<file path="src/rtl/fetch_unit.sv">
// fetch_unit: instruction-fetch stage.
//   Holds the fetch PC and issues in-order requests to instruction memory,
//   tolerating variable grant and response latency. Returned words are kept
//   in a small FIFO and presented to decode with op/funct3/funct7 pre-split.
//   A redirect (PCSrc/PCTarget) flushes the FIFO and drops in-flight
//   wrong-path responses.
// Ports:
//   clk, rst_n                       clock (rising edge), async active-low reset
//   imem_req/imem_addr/imem_gnt      request handshake (req && gnt)
//   imem_rvalid/imem_rdata           in-order responses
//   PCSrc/PCTarget                   redirect from execute
//   dec_valid/dec_ready              decode handshake (pop on valid && ready)
//   instr/pc/pc_plus4/op/funct3/funct7  FIFO-head instruction and fields
module fetch_unit #(
  parameter int unsigned       XLEN            = 32,
  parameter logic [XLEN-1:0]   RESET_PC        = '0,
  parameter int unsigned       FIFO_DEPTH      = 2,
  parameter int unsigned       MAX_OUTSTANDING = 2
) (
  input  logic            clk,
  input  logic            rst_n,
  output logic            imem_req,
  output logic [XLEN-1:0] imem_addr,
  input  logic            imem_gnt,
  input  logic            imem_rvalid,
  input  logic [31:0]     imem_rdata,
  input  logic            PCSrc,
  input  logic [XLEN-1:0] PCTarget,
  output logic            dec_valid,
  input  logic            dec_ready,
  output logic [31:0]     instr,
  output logic [XLEN-1:0] pc,
  output logic [XLEN-1:0] pc_plus4,
  output logic [6:0]      op,
  output logic [2:0]      funct3,
  output logic            funct7
);

  localparam int unsigned CW  = $clog2(MAX_OUTSTANDING + 1);
  localparam int unsigned AW  = $clog2(FIFO_DEPTH);
  localparam int unsigned NW  = $clog2(FIFO_DEPTH + 1);
  localparam int unsigned SW  = ((CW > NW) ? CW : NW) + 1;
  localparam logic [31:0] NOP = 32'h0000_0013;

  typedef enum logic [1:0] {
    S_BOOT,
    S_RUN,
    S_DRAIN
  } state_t;

  state_t          r_state;
  state_t          w_state_nxt;
  logic [XLEN-1:0] r_fetch_pc;
  logic [XLEN-1:0] r_resp_pc;
  logic [XLEN-1:0] w_target;
  logic [CW-1:0]   r_outstanding;
  logic [CW-1:0]   r_discard;
  logic [CW-1:0]   w_outstanding_nxt;
  logic [CW-1:0]   w_discard_nxt;
  logic [NW-1:0]   r_count;
  logic [AW-1:0]   r_rd_ptr;
  logic [AW-1:0]   r_wr_ptr;
  logic [31:0]     r_instr_q [FIFO_DEPTH];
  logic [XLEN-1:0] r_pc_q    [FIFO_DEPTH];

  logic            w_dec_valid;
  logic            w_resp;
  logic            w_pop;
  logic            w_push;
  logic            w_req;
  logic            w_grant;
  logic [SW-1:0]   w_credit;
  logic [31:0]     w_instr;
  logic [XLEN-1:0] w_pc;

  always_comb begin
    w_target    = PCTarget & ~XLEN'(3);
    w_dec_valid = (r_count != '0);
    // rvalid with nothing outstanding is a stray and is ignored
    w_resp      = imem_rvalid && (r_outstanding != '0);
    w_pop       = w_dec_valid && dec_ready && !PCSrc;
    w_push      = w_resp && (r_discard == '0) && !PCSrc;
    // Credit counts slots already promised to the FIFO. A same-cycle pop frees
    // a slot before any new response can land (earliest is next cycle), which
    // is what lets a 2-entry buffer sustain one instruction per cycle.
    w_credit    = SW'(r_outstanding) + SW'(r_count) - SW'(w_pop);
    w_req       = (r_state != S_BOOT) && !PCSrc &&
                  (r_outstanding < CW'(MAX_OUTSTANDING)) &&
                  (w_credit < SW'(FIFO_DEPTH));
    w_grant     = w_req && imem_gnt;

    w_outstanding_nxt = r_outstanding + CW'(w_grant) - CW'(w_resp);

    w_discard_nxt = r_discard;
    if (PCSrc) begin
      // everything still in flight belongs to the old path
      w_discard_nxt = r_outstanding - CW'(w_resp);
    end else if (w_resp && (r_discard != '0)) begin
      w_discard_nxt = r_discard - CW'(1);
    end
  end

  always_comb begin
    w_state_nxt = r_state;
    case (r_state)
      S_BOOT:  w_state_nxt = S_RUN;
      S_RUN:   if (PCSrc && (w_discard_nxt != '0)) w_state_nxt = S_DRAIN;
      S_DRAIN: if (!PCSrc && (w_discard_nxt == '0)) w_state_nxt = S_RUN;
      default: w_state_nxt = S_BOOT;
    endcase
  end

  always_ff @(posedge clk or negedge rst_n) begin
    if (!rst_n) begin
      r_state       <= S_BOOT;
      r_fetch_pc    <= RESET_PC;
      r_resp_pc     <= RESET_PC;
      r_outstanding <= '0;
      r_discard     <= '0;
      r_count       <= '0;
      r_rd_ptr      <= '0;
      r_wr_ptr      <= '0;
    end else begin
      r_state       <= w_state_nxt;
      r_outstanding <= w_outstanding_nxt;
      r_discard     <= w_discard_nxt;
      if (PCSrc) begin
        r_fetch_pc <= w_target;
        r_resp_pc  <= w_target;
        r_count    <= '0;
        r_rd_ptr   <= '0;
        r_wr_ptr   <= '0;
      end else begin
        if (w_grant) r_fetch_pc <= r_fetch_pc + XLEN'(4);
        if (w_push) begin
          r_resp_pc <= r_resp_pc + XLEN'(4);
          r_wr_ptr  <= r_wr_ptr + AW'(1);
        end
        if (w_pop) r_rd_ptr <= r_rd_ptr + AW'(1);
        r_count <= r_count + NW'(w_push) - NW'(w_pop);
      end
    end
  end

  always_ff @(posedge clk) begin
    if (w_push) begin
      r_instr_q[r_wr_ptr] <= imem_rdata;
      r_pc_q[r_wr_ptr]    <= r_resp_pc;
    end
  end

  always_comb begin
    w_instr = w_dec_valid ? r_instr_q[r_rd_ptr] : NOP;
    w_pc    = w_dec_valid ? r_pc_q[r_rd_ptr]    : '0;
  end

  assign imem_req  = w_req;
  assign imem_addr = r_fetch_pc;
  assign dec_valid = w_dec_valid;
  assign instr     = w_instr;
  assign pc        = w_pc;
  assign pc_plus4  = w_pc + XLEN'(4);
  assign op        = w_instr[6:0];
  assign funct3    = w_instr[14:12];
  assign funct7    = w_instr[30];

endmodule
</file>
<file path="config.mk">
export PLATFORM = sky130hd
export DESIGN_NAME = fetch_unit
export DESIGN_NICKNAME = d
export VERILOG_FILES = /design/src/rtl/fetch_unit.sv
export SDC_FILE = /design/constraint.sdc
export NUM_CORES = 1
export LEC_CHECK = 0
export ABC_AREA = 1
export CORE_MARGIN = 2
export CORE_UTILIZATION = 35
export CTS_CLUSTER_SIZE = 10
export DETAILED_ROUTE_END_ITERATION = 8
export GPL_ROUTABILITY_DRIVEN = 0
export PLACE_DENSITY = 0.69
export SYNTH_ARGS = -nofsm -noshare
export SYNTH_HDL_FRONTEND = slang
export SYNTH_SLANG_ARGS = --single-unit
</file>
<file path="constraint.sdc">
create_clock -name clk -period 8.26 [get_ports clk]
set_input_delay 0.826 -clock clk [delete_from_list [all_inputs] [get_ports clk]]
set_output_delay 0.826 -clock clk [all_outputs]
set_load 0.03 [all_outputs]
</file>
### After elaboration in Yosys (flattened, before gate mapping)

Memories as Yosys holds them, arrays and structs flattened.
Index checks and enable logic that the tools add are counted.

| cells by class | value |
|---|---|
| add/subtract/negate cells | 13 |
| order comparisons | 2 |
| eq/ne operators | 4 |
| multiplexer cells | 18 |
| reduce and logical (&&, ||, !) cells | 25 |

Operators by type and width:

| cell | count |
|---|---|
| two-way mux 32 bit | 6 |
| adder 32 x 3 -> 32 bit (second input constant) | 3 |
| nonzero test 2 bit | 8 |
| logical AND 1 bit | 12 |
| two-way mux 2 bit | 5 |
| logical NOT 2 bit | 3 |
| two-way mux 1 bit | 6 |
| case mux 2 bit (3 select lines) | 1 |
| subtractor 2 x 1 -> 2 bit | 3 |
| adder 2 x 1 -> 2 bit | 2 |
| != test 2 bit (second input constant) | 2 |
| adder 2 x 2 -> 3 bit | 1 |
| less-than comparator 3 x 2 -> 1 bit (second input constant) | 1 |
| subtractor 3 x 1 -> 3 bit | 1 |
| adder 1 bit (second input constant) | 2 |
| equality test 2 x 1 -> 1 bit (second input constant) | 1 |
| equality test 2 bit (second input constant) | 1 |
| less-than comparator 2 bit (second input constant) | 1 |
| AND reduction 2 bit | 1 |
| subtractor 2 x 1 -> 2 bit (second input constant) | 1 |
| logical NOT 1 bit | 1 |

| word-level totals | value |
|---|---|
| register bits after elaboration | 74 |
| memory bits (writable) | 128 |
| input bits | 70 |
| output and inout bits | 141 |
| word-level logic and storage cells | 72 |
| memories | 2 |

Memory list:

| memory | depth | bits a word | rd ports | clocked after Yosys merged registers in | wr ports | line | text |
|---|---|---|---|---|---|---|---|
| r_instr_q | 2 | 32 | 1 | 0 | 1 | 63 | `logic [31:0] r_instr_q [FIFO_DEPTH];` |
| r_pc_q | 2 | 32 | 1 | 0 | 1 | 64 | `logic [XLEN-1:0] r_pc_q [FIFO_DEPTH];` |

### Depth between registers and ports, before layout

| depth | value |
|---|---|
| word-level depth | 9 |
| mapped depth | 19 |
| mapped depth without buffers | 16 |

### Least setup slack after synthesis

No wires, ideal clock.

| timing path | value |
|---|---|
| path kind | in2reg |
| from | input imem_rvalid |
| to | memory r_instr_q[0][0], enable pin |
| library setup time | 0.483 ns |
| arrival time | 3.939 ns |
| data required time | 7.777 ns |
| setup slack | 3.838 ns |
| stages | 6 |
| path buffers | 0 |
| cell sequence | o21ai_1 > inv_1 > nand2_1 > inv_2 > nand2_2 > nor2_1 |

| between the ends | value |
|---|---|
| longest elaborated chain between the ends | 5 |

RTL lines:

| item | line | text |
|---|---|---|
| start: declaration | 25 | `input logic imem_rvalid,` |
| logical AND 1 bit | 80 | `w_resp = imem_rvalid && (r_outstanding != '0);` |
| logical AND 1 bit (2 in a row) | 82 | `w_push = w_resp && (r_discard == '0) && !PCSrc;` |
| two-way mux 1 bit | 146 | `if (w_push) begin` |
| two-way mux 1 bit (implied by the code) | 147 | `r_instr_q[r_wr_ptr] <= imem_rdata;` |
| end: declaration | 63 |  |

No other way between the ends.

### Final worst setup path

| timing path | value |
|---|---|
| from | register r_count[0] |
| to | output imem_req |

| between the ends | value |
|---|---|
| longest elaborated chain between the ends | 6 |
| elaborated cells on any way between the ends | 7 |
| those cells by class | add/sub: 2; order compare: 1; reduce/logical: 4 |

RTL lines:

| item | line | text |
|---|---|---|
| start: declaration | 60 | `logic [NW-1:0] r_count;` |
| start signal: assignment | 140 | `r_count <= r_count + NW'(w_push) - NW'(w_pop);` |
| branches (longest 3 deep; another with adder 2 x 2 -> 3 bit) | n/a |  |
| subtractor 3 x 1 -> 3 bit (*) | 86 | `w_credit = SW'(r_outstanding) + SW'(r_count) - SW'(w_pop);` |
| less-than comparator 3 x 2 -> 1 bit (*) | 89 | `(w_credit < SW'(FIFO_DEPTH));` |
| logical AND 1 bit (*) | 88 | `(r_outstanding < CW'(MAX_OUTSTANDING)) &&` |
| end: declaration | 22 | `output logic imem_req,` |

Mark *: on every way between the ends.

==> metrics.md <==
| Metric | Value |
|---|---|
| Status | finished, final reports clean |
| Lkg Pwr | 5.555 nW |
| Crit end category | primary output |
| First-pass GRT wire length | 44340 um |
| Input/output buffers | 202 |
| Multiplexer area fraction after synthesis | 0% |
| Die Y | 178.6 um |
| Startpoint type of the worst setup path | flip-flop |
| Post-synthesis adder-cell area fraction | 1.477% |
| Initial antenna violation count | 1 |
| Via density | 4.805 |
| Final instance area | 0.01350 sq mm |
| Drt wl/cell | 14.73 um |
| Final setup fails | 0 |
| Placed cells | 1867 |
| Fin Clk Skew | 0.01208 ns |
| Aggregate global routing overflow | 0 |
| Worst ir drop on vdd | 142.4 uV |
| 1st-pass router iterations | 5 |
| Post-Syn Area | 0.01067 sq mm |
| Largest area contributor in the netlist | edfxtp_1 |
| Ys async rst share | 36.08% |
| WS Path Type | reg2out |
| Clk buf depth | 2 |
| Worst EP arrival | 4.66 ns |
| Detail Route Antenna Nets | 0 |
| Synth Instances | 1319 |
| Simple-gate portion of the synthesized area | 30.38% |
| Top cell type's share of synthesized area | 34.89% |
| Die area | 0.03190 sq mm |
| Layout area overhead | 26.51% |
| Final Hold Fails | 0 |
| Via count | 9124 |
| Clock Latency Late Sink | 0.43 ns |
| Core ar. | 0.02980 sq mm |
| Min-Delay Path Class | reg2reg |
| Synth cell types | 38 |
| DRT iter0 DRCs | 654 |
| DR DRC count | 0 |
| Compound-Gate Fraction of Synth Area | 4.960% |
| Fin crit share | 66.37% |
| Slew Limit Fails | 0 |
| Setup Buffers After CTS | 0 |
| Synthesized flop and latch total | 194 |
| Setup TNS | 0 ns |
| List of most frequent post-synthesis cells | nand2_1, nor2_1, edfxtp_1, inv_1, nand3_1 |
| Most common cell in the netlist | nand2_1 |
| CTS tree | built |
| DP Area | 0.01293 sq mm |
| Sequential element share of the synthesized area | 51.31% |
| Starting density of the core | 35.82% |
| Cell row count | 63 |
| Layout cells sized above 1 | 5.103% |
| RSZ-0062 raised after global routing | false |
| Slew headroom | 37.40% |
| Overall routed net length | 27980 um |
| Post_cts resized | 0 |
| Post-synthesis xor/xnor area fraction | 4.268% |
| CP Max Fanout | 61 |
| Total CTS buffers | 17 |
| Number of flops mapped to enable cells by yosys | 124 |
| Top Ports | 211 |
| Final-stage net count | 1578 |
| Crit path time final | 5.482 ns |
| Total power | 3.095 mW |
| Max Clock Freq | 182.4 MHz |
| Least-Margin Pin Slew | 0.9367 ns |
| Max Cap Violations | 0 |
| Hold-fix buffers, CTS | 0 |
| Clk root buf | clkbuf_16 |
| CTS H-tree depth | 4 |
| Synth Flop Type | edfxtp_1 |
| Largest net degree at the start of global routing | 71 |
| CP required | 7.43 ns |
| Synth top area cells | edfxtp_1, nand2_1, dfrtp_1 |
| Vias in the first global route | 8569 |
| GR Util All Layers | 17.88% |
| Clk slew on worst S/H paths | 0.07 ns |
| Avg Cell Area, Syn | 8.091 sq um |
| Largest family of logic cells by synthesized area | simple AND/OR/NAND/NOR gates |
| Final Util | 45.31% |
| Chip width | 178.6 um |
| Pwr/cell area | 229.3 mW/mm^2 |
| Fin cells | 1899 |
| ANT cells | 0 |
| Synth warnings | 0 |
| Clk sink count | 194 |
| Post-DP HPWL | 20430 um |
cell type report:
type	count	area, sq um
Sequential cell	194	5477
Clock buffer	17	425.4
Fill cell	2888	16300
Inverter	124	471.7
Multi-Input combinational cell	950	4422
Clock inverter	15	147.6
Timing Repair Buffer	209	2069
Tap cell	390	488.0
worst max-delay path: stages, from the launching register on:
cell	delay [ns]
dfrtp_1	0.41
nor2_2	0.10
buf_4	0.34
clkinv_2	0.69
nand2_1	0.44
nor2_1	0.12
ha_1	0.29
or2_2	0.30
fa_1	0.49
nand3_1	0.09
nor3_1	0.20
clkdlybuf4s50_1	0.73
cell usage in the layout, fill, tap and decap left out, drive strengths merged:
cell type,n
nand3,98
dfrtp,70
o21ai,28
ha,11
nor3,3
edfxtp,124
nand3b,7
a21boi,1
o31ai,1
buf,8
xnor2,7
clkinvlp,1
or2,3
conb,6
o221ai,1
o211ai,14
clkdlybuf4s50,201
a31oi,2
xor2,45
fa,1
nand4,6
a21oi,45
bufinv,1
nor2,161
nand2,507
clkbuf,17
clkinv,8
inv,129
o21bai,3
worst paths after layout:
path	from	end	slack [ns]	cells past startpoint
max in group asynchronous	rst_n	r_rd_ptr	6.99	2
worst max-delay path	r_count[0]	imem_req	2.78	11
worst max register to register	r_count[0]	imem_addr[16]	2.83	15
worst min-delay path	r_outstanding[0]	r_outstanding[0]	0.54	1
worst min register to register	r_outstanding[0]	r_outstanding[0]	0.54	1
min in group asynchronous	rst_n	imem_addr[29]	0.60	2
sequential cells by signal, summed over array words and instances, names as in the netlist, 2 cells and up:
register / flops
r_pc_q: 60
r_state: 2
imem_addr: 30
r_discard: 2
r_outstanding: 2
r_resp_pc: 30
r_count: 2
r_instr_q: 64
report_power, final:
| group | switching, mW | internal, mW |
|---|---|---|
| clock network | 0.378 | 0.425 |
| registers | 0.118 | 1.15 |
| logic | 0.650 | 0.370 |
kinds of logic after synthesis:
logic type | count (synthesis)
AO/OA/AOI/OAI | 95
adder cells (fa/ha/maj) | 12
flip-flops | 194
AND/OR/NAND/NOR | 785
other | 1
buffers and inverters | 180
XOR/XNOR | 52
through the flow:
stage          hold WS (ns)  worst slack [ns]
6_report             0.5363             2.778
5_1_grt              0.5503             2.269
4_1_cts              0.5347             2.724
3_5_place_dp         0.5179             2.732
3_3_place_gp         0.5147             2.880
2_1_floorplan        0.4641             3.838
metal layers:
metal  share of wire (%)  vias to the layer above  global-route usage [%]
met5                   0                        -                       0
met4                 1.6                        0                   5.217
met3                 7.1                       32                   3.112
met2                  46                      340                   28.31
met1                  46                     4205                   25.09
li1                    -                     4547                       -
Note: power is estimated with default switching activity, not from simulation.
